## config.mk

```make
export PLATFORM = sky130hd
export DESIGN_NAME = ram_access_unit
export DESIGN_NICKNAME = d
export VERILOG_FILES = /design/src/rtl/ram_access_unit.sv
export SDC_FILE = /design/constraint.sdc
export NUM_CORES = 1
export LEC_CHECK = 0
export CAP_MARGIN = 25
export CORE_MARGIN = 2
export CORE_UTILIZATION = 44
export CTS_CLUSTER_SIZE = 24
export DETAILED_ROUTE_END_ITERATION = 10
export GPL_ROUTABILITY_DRIVEN = 0
export MAX_ROUTING_LAYER = met4
export PLACE_DENSITY = 0.94
export SLEW_MARGIN = 10
export SYNTH_ARGS = -nofsm -noshare
export SYNTH_HDL_FRONTEND = slang
export SYNTH_SLANG_ARGS = --single-unit
```

## constraint.sdc

```tcl
create_clock -name clk -period 4.7 [get_ports clk]
set_input_delay 0.94 -clock clk [delete_from_list [all_inputs] [get_ports clk]]
set_output_delay 0.94 -clock clk [all_outputs]
set_load 0.01 [all_outputs]
```

## src/rtl/ram_access_unit.sv

```systemverilog
// Sequential data-memory port: one load or store at a time over a req/ack handshake to the
// data RAM, with a bounded wait for mem_ack and a pipeline stall while the access is open.
module ram_access_unit #(
   parameter int unsigned ADDR_W  = 8,
   parameter int unsigned DATA_W  = 32,
   parameter int unsigned TIMEOUT = 15
) (
   input  logic              clk,
   input  logic              rst_n,
   input  logic              req_valid,
   input  logic              req_store,
   input  logic              req_load,
   input  logic [ADDR_W-1:0] req_addr,
   input  logic [DATA_W-1:0] store_data,
   output logic              ready,
   output logic              stall,
   output logic [DATA_W-1:0] load_data,
   output logic              load_valid,
   output logic              err,
   output logic              mem_req,
   output logic              mem_we,
   output logic [ADDR_W-1:0] mem_addr,
   output logic [DATA_W-1:0] mem_wdata,
   input  logic [DATA_W-1:0] mem_rdata,
   input  logic              mem_ack
);

   localparam int unsigned      CNT_W    = $clog2(TIMEOUT + 1);
   localparam logic [CNT_W-1:0] CNT_LAST = CNT_W'(TIMEOUT - 1);

   typedef enum logic [1:0] {StIdle, StAccess, StDone} state_e;

   state_e              state_q, state_d;
   logic [ADDR_W-1:0]   addr_q;
   logic [DATA_W-1:0]   wdata_q;
   logic [DATA_W-1:0]   load_data_q;
   logic                we_q;
   logic                load_q;
   logic [CNT_W-1:0]    count_q;
   logic                load_valid_q;
   logic                err_q;

   logic accept;
   logic illegal;
   logic in_access;
   logic at_limit;

   assign accept    = (state_q == StIdle) && req_valid && (req_load ^ req_store);
   assign illegal   = (state_q == StIdle) && req_valid && req_load && req_store;
   assign in_access = (state_q == StAccess);
   assign at_limit  = (count_q == CNT_LAST);

   always_comb begin
      state_d = state_q;
      unique case (state_q)
         StIdle:   if (accept) state_d = StAccess;
         StAccess: if (mem_ack || at_limit) state_d = StDone;
         StDone:   state_d = StIdle;
         default:  state_d = StIdle;
      endcase
   end

   always_ff @(posedge clk or negedge rst_n) begin
      if (!rst_n) begin
         state_q <= StIdle;
      end else begin
         state_q <= state_d;
      end
   end

   always_ff @(posedge clk or negedge rst_n) begin
      if (!rst_n) begin
         addr_q       <= '0;
         wdata_q      <= '0;
         load_data_q  <= '0;
         we_q         <= 1'b0;
         load_q       <= 1'b0;
         count_q      <= '0;
         load_valid_q <= 1'b0;
         err_q        <= 1'b0;
      end else begin
         load_valid_q <= 1'b0;
         err_q        <= illegal;
         if (accept) begin
            addr_q  <= req_addr;
            wdata_q <= store_data;
            we_q    <= req_store;
            load_q  <= req_load;
            count_q <= '0;
         end
         // An ack on the final allowed cycle still completes the access normally.
         if (in_access) begin
            if (mem_ack) begin
               if (load_q) begin
                  load_data_q  <= mem_rdata;
                  load_valid_q <= 1'b1;
               end
            end else if (at_limit) begin
               err_q <= 1'b1;
            end else begin
               count_q <= count_q + CNT_W'(1);
            end
         end
      end
   end

   assign ready      = (state_q == StIdle);
   assign stall      = (state_q != StIdle);
   assign mem_req    = in_access;
   assign mem_we     = in_access && we_q;
   assign mem_addr   = addr_q;
   assign mem_wdata  = wdata_q;
   assign load_data  = load_data_q;
   assign load_valid = load_valid_q;
   assign err        = err_q;

endmodule

```

== After elaboration in Yosys (flattened, before gate mapping) ==
Cells that the tools add are included.
Word-level totals
  register bits after elaboration: 82
  latch bits: 0
  bits in writable memories: 0
  bits in read-only memories: 0
  output and inout port bits: 78
  memories kept: 0
Cells by class
  add/subtract/negate cells: 1
  multipliers: 0
  divide/modulo/power cells: 0
  $lt $le $gt $ge: 0
  equal/unequal tests: 4
  shifts and indexed selects: 0
  multiplexer cells: 13
  bitwise operators: 1
  reduce and logical (&&, ||, !) cells: 10
Operator list (number)
  two-way mux 4 bit: 4
  two-way mux 1 bit: 6
  logical AND 1 bit: 5
  adder 4 x 1 -> 4 bit (second input constant): 1
  equality test 4 bit (second input constant): 1
  two-way mux 2 bit: 2
  inequality test 2 x 1 -> 1 bit (second input constant): 2
  one-hot mux 2 bit (2 select lines): 1
  AND reduction 3 bit: 1
  equality test 2 x 1 -> 1 bit (second input constant): 1
  logical NOT 2 bit: 1
  AND reduction 2 bit: 1
  nonzero test 2 bit: 1
  logical OR 1 bit: 1
  bitwise XOR 1 bit: 1

== Logic depth before layout (Yosys ltp) ==
  depth after elaboration: 7
  mapped depth: 5

== Least setup slack after synthesis ==
No wires, ideal clock.
  path type: input port to flip-flop
  from: in req_valid
  to: reg addr_q[0] (netlist: mem_addr[0])
  library setup time: 0.125 ns
  data arrival time: 2.127 ns
  data required time: 4.575 ns
  slack: 2.448 ns
  stages on the path: 5
  buffers on the path: 2
  cell sequence: or3b_4 > or2_1 > buf_6 > buf_12 > mux2_4
On the way
  word-level cells in the longest chain between the ends: 2
RTL lines
  start: declaration: RTL line 10  | input logic req_valid,
  logical AND 1 bit (2 in a row): RTL line 48  | assign accept = (state_q == StIdle) && req_valid && (req_load ^ req_store);
  end signal: assignment: RTL line 85  | addr_q <= req_addr;
  end: declaration: RTL line 34  | logic [ADDR_W-1:0] addr_q;
Every way passes these cells.
A chain may end at the register's enable or synchronous reset.

== Worst setup path after layout ==
  from: in req_store
  to: reg wdata_q[10] (netlist: mem_wdata[10])
On the way
  word-level cells in the longest chain between the ends: 2
RTL lines
  start: declaration: RTL line 11  | input logic req_store,
  bitwise XOR 1 bit: RTL line 48
  logical AND 1 bit: RTL line 48
  end signal: assignment: RTL line 86  | wdata_q <= store_data;
  end: declaration: RTL line 35  | logic [DATA_W-1:0] wdata_q;
Every way passes these cells.

==> metrics.yaml <==
status:
  status: "completed"
synth:
  ys_seq_area_share_pct: 61.08
  asyncSetResetFlopFracSynth_pct: 100.0
  synth_top_cell_area_share_pct: 61.08
  postSynthCellCount: 200
  dominantRegCellSynth: "dfrtp_1"
  synth.distinct_cells: 26
  number_of_nets_in_the_synthesized_netlist: 280
  number_of_warning_messages_in_the_yosys_log: 0
  synth-edff-count: 0
  avgSynthCellArea_um2: 16.80
  post-synth-top-count-cell: "dfrtp_1"
  synth_top_cells_by_count: "dfrtp_1, mux2_4, mux2_2"
  syn-cell-area_um2: 3359
  synth_top_cell_by_area: "dfrtp_1"
  synth_seq_cells: 82
  synth.area.top_cells: "dfrtp_1, mux2_4, mux2_2"
drt:
  detail-route-antenna-nets: 0
  drt_wl_total_um: 7465
  detailedRoute.firstIterationViolations: 49
  via_count: 2209
  detail_route.drc_violations: 0
  routed_wire_length_per_instance_um: 16.05
  vias_per_cell: 4.751
  dr.pass1.iters: 4
setup_path:
  worst_ep_required_time_ps: 4920
  worst-path-max-fanout: 25
  rr_endpoint: "mem_wdata[23]$_DFFE_PN0P_"
  regToRegStartpoint: "state_q[1]$_DFFE_PN0P_"
  timing.critical_path.from_type: "primary input"
  rr_worst_depth: 4
  worst-setup-path-type: "primary input to register"
  worst-endpoint-arrival_ps: 3170
  reg2reg_setup_slack_ps: 2460
  critical_path.endpoint_type: "register"
timing:
  final.period_utilization_pct: 62.83
  finalSetupViolations: 0
  timing.max_slew.rel_slack_pct: 59.60
  maxSlewViolCount: 0
  skew_ps: 8.379
  worst-slew-pin-transition_ps: 604.6
  setup_repair_after_global_routing_missed_its_margin: "false"
  timing.final.hold_violations: 0
  timing.fmax_mhz: 338.7
  fin_worst_hold_slack_ps: 445.8
  final_period_minus_worst_setup_slack_ps: 2953
  timing.setup.tns_ps: 0
pwr:
  leakage_dissipation_nw: 2.312
  internal_power_mw: 2.224
  pwr_density_nw_per_um2: 611.0
  total_switching_power_mw: 0.9123
  clock_power_share_pct: 13.7
  power_frac_comb_pct: 46.7
  sequential_cell_fraction_of_total_power_pct: 39.6
  switching_part_of_the_total_power_pct: 29.09
  ir_drop_mv: 0.2980
placement:
  dpl_hpwl_um: 5373
  buffer_ports.inserted: 155
  placement_cell_area_um2: 4941
clock_network:
  cts.repair_timing.setup_buffer_count: 0
  cts_hold_repair.buffers: 0
  clkSlewWorstSetupHoldPaths_ps: 80
  clk_root_buffer_cell: "clkbuf_8"
  post_cts.resized_instances: 0
  insertion_delay_ps: 330
  cts_htree_levels: 3
  cts_tree: "built"
  maximum_clock_path_buffer_count: 2
  numCtsBuffers: 9
  clock_sink_count: 82
floorplan:
  rows: 31
  design.portCount: 156
  floorplan.die_area_um2: 8350
  fp.dieW_um: 91.38
  die_boundary_height_um: 91.38
  core_um2: 7331
  initial_utilization_pct: 45.83
global_route:
  grt_max_degree: 83
  antenna_violations_before_repair: 0
  grt_first_pass_wirelength_um: 11650
  gr-total-overflow: 0
  grt.total_usage_pct: 18.36
  vias_in_the_first_global_route: 2249
layout:
  final_standard_cell_utilization_of_the_core_pct: 70.01
  final_cell_area_um2: 5132
  layout.nets: 441
  antenna-diode-count: 0
  area_growth_pct: 52.77
  drive_gt1_share_pct: 25.68
run:
  maxCapViolCount: 0
min_path:
  holdCritPathClass: "primary input to async pin"
-- worst max path at each step --
stage	start	endpoint	slack, ps	depth (start not counted)
floorplan	req_valid	mem_addr[0]$_DFFE_PN0P_	2450	5
global placement	req_store	mem_wdata[10]$_DFFE_PN0P_	1480	5
detailed placement	req_store	mem_wdata[10]$_DFFE_PN0P_	1380	5
CTS	req_store	mem_wdata[10]$_DFFE_PN0P_	1740	5
global route	req_store	mem_wdata[10]$_DFFE_PN0P_	1660	5
finish	req_store	mem_wdata[10]$_DFFE_PN0P_	1750	5
-- worst max-delay path: stages --
cell             delay [ps]
clkdlybuf4s50_1         500
xnor2_1                 310
or2_2                   540
buf_4                   500
mux2_2                  390
-- final cells by class --
cell class | instances | area [um^2]
Clock buffer | 13 | 148.9
Clock inverter | 3 | 15.01
Fill cell | 494 | 2198
Inverter | 5 | 18.77
Multi-Input combinational cell | 105 | 1182
Sequential cell | 82 | 2052
Tap cell | 99 | 123.9
Timing Repair Buffer | 158 | 1592
-- cell families after synthesis --
logic type                 Yosys count  synth area share [%]
AOI/OAI and AO/OA                   11                 2.085
xor gates and xnor gates             1                0.2608
adders and majority gates            2                0.7448
buffers and inverters               13                 3.724
DFF                                 82                 61.08
muxes                               73                 28.83
and+or+nand+nor                     18                 3.278
-- power by group through the flow --
stage / clock (mW) / sequential [mW] / combinational (mW)
3_5_place_dp: 0 / 1.24 / 1.48
6_report: 0.431 / 1.24 / 1.46
5_1_grt: 0.474 / 1.29 / 1.55
4_1_cts: 0.444 / 1.24 / 1.48
2_1_floorplan: 0 / 1.37 / 0.523
3_3_place_gp: 0 / 1.23 / 1.43
-- routing by layer --
layer | GRT usage (%) | part of all wire, %
met1 | 22.03 | 41
met2 | 30.94 | 54
met3 | 3.817 | 4.8
met4 | 6.061 | 0.48
met5 | - | 0
-- placed cells by master, fill, tap and decap left out --
cell	synthesis	layout
o21ai_0	4	4
clkinv_2	0	3
xnor2_1	1	1
dfrtp_1	82	82
nand2_1	2	2
o22ai_1	2	2
inv_1	5	5
and2_1	2	2
or3_1	1	1
o2bb2ai_1	1	1
a21oi_1	1	1
buf_4	0	3
nor2b_1	2	2
or3b_4	1	1
o211ai_1	2	2
clkbuf_1	0	3
o221ai_1	1	1
mux2_4	39	39
ha_1	2	2
nor2_1	1	1
buf_16	0	1
mux2_2	34	34
and2b_2	1	1
nor3b_1	1	1
or2_2	0	1
clkbuf_8	0	10
or3b_2	1	1
nand3_1	5	5
clkdlybuf4s50_1	0	154
-- state kept, by name (all words and copies together), names as in the netlist --
| signal | cells |
|---|---|
| err | 1 |
| mem_addr | 8 |
| mem_wdata | 32 |
| load_q | 1 |
| count_q | 4 |
| state_q | 2 |
| we_q | 1 |
| load_valid | 1 |
| load_data | 32 |
-- through the flow --
step	setup slack, ps	power, mW	cells
final	1747	3.136	465
after global routing	1658	3.306	465
after CTS	1743	3.162	464
after detailed placement	1379	2.719	448
after global placement	1479	2.663	448
after floorplan	2448	1.895	200
(Power assumes the default switching activity.)
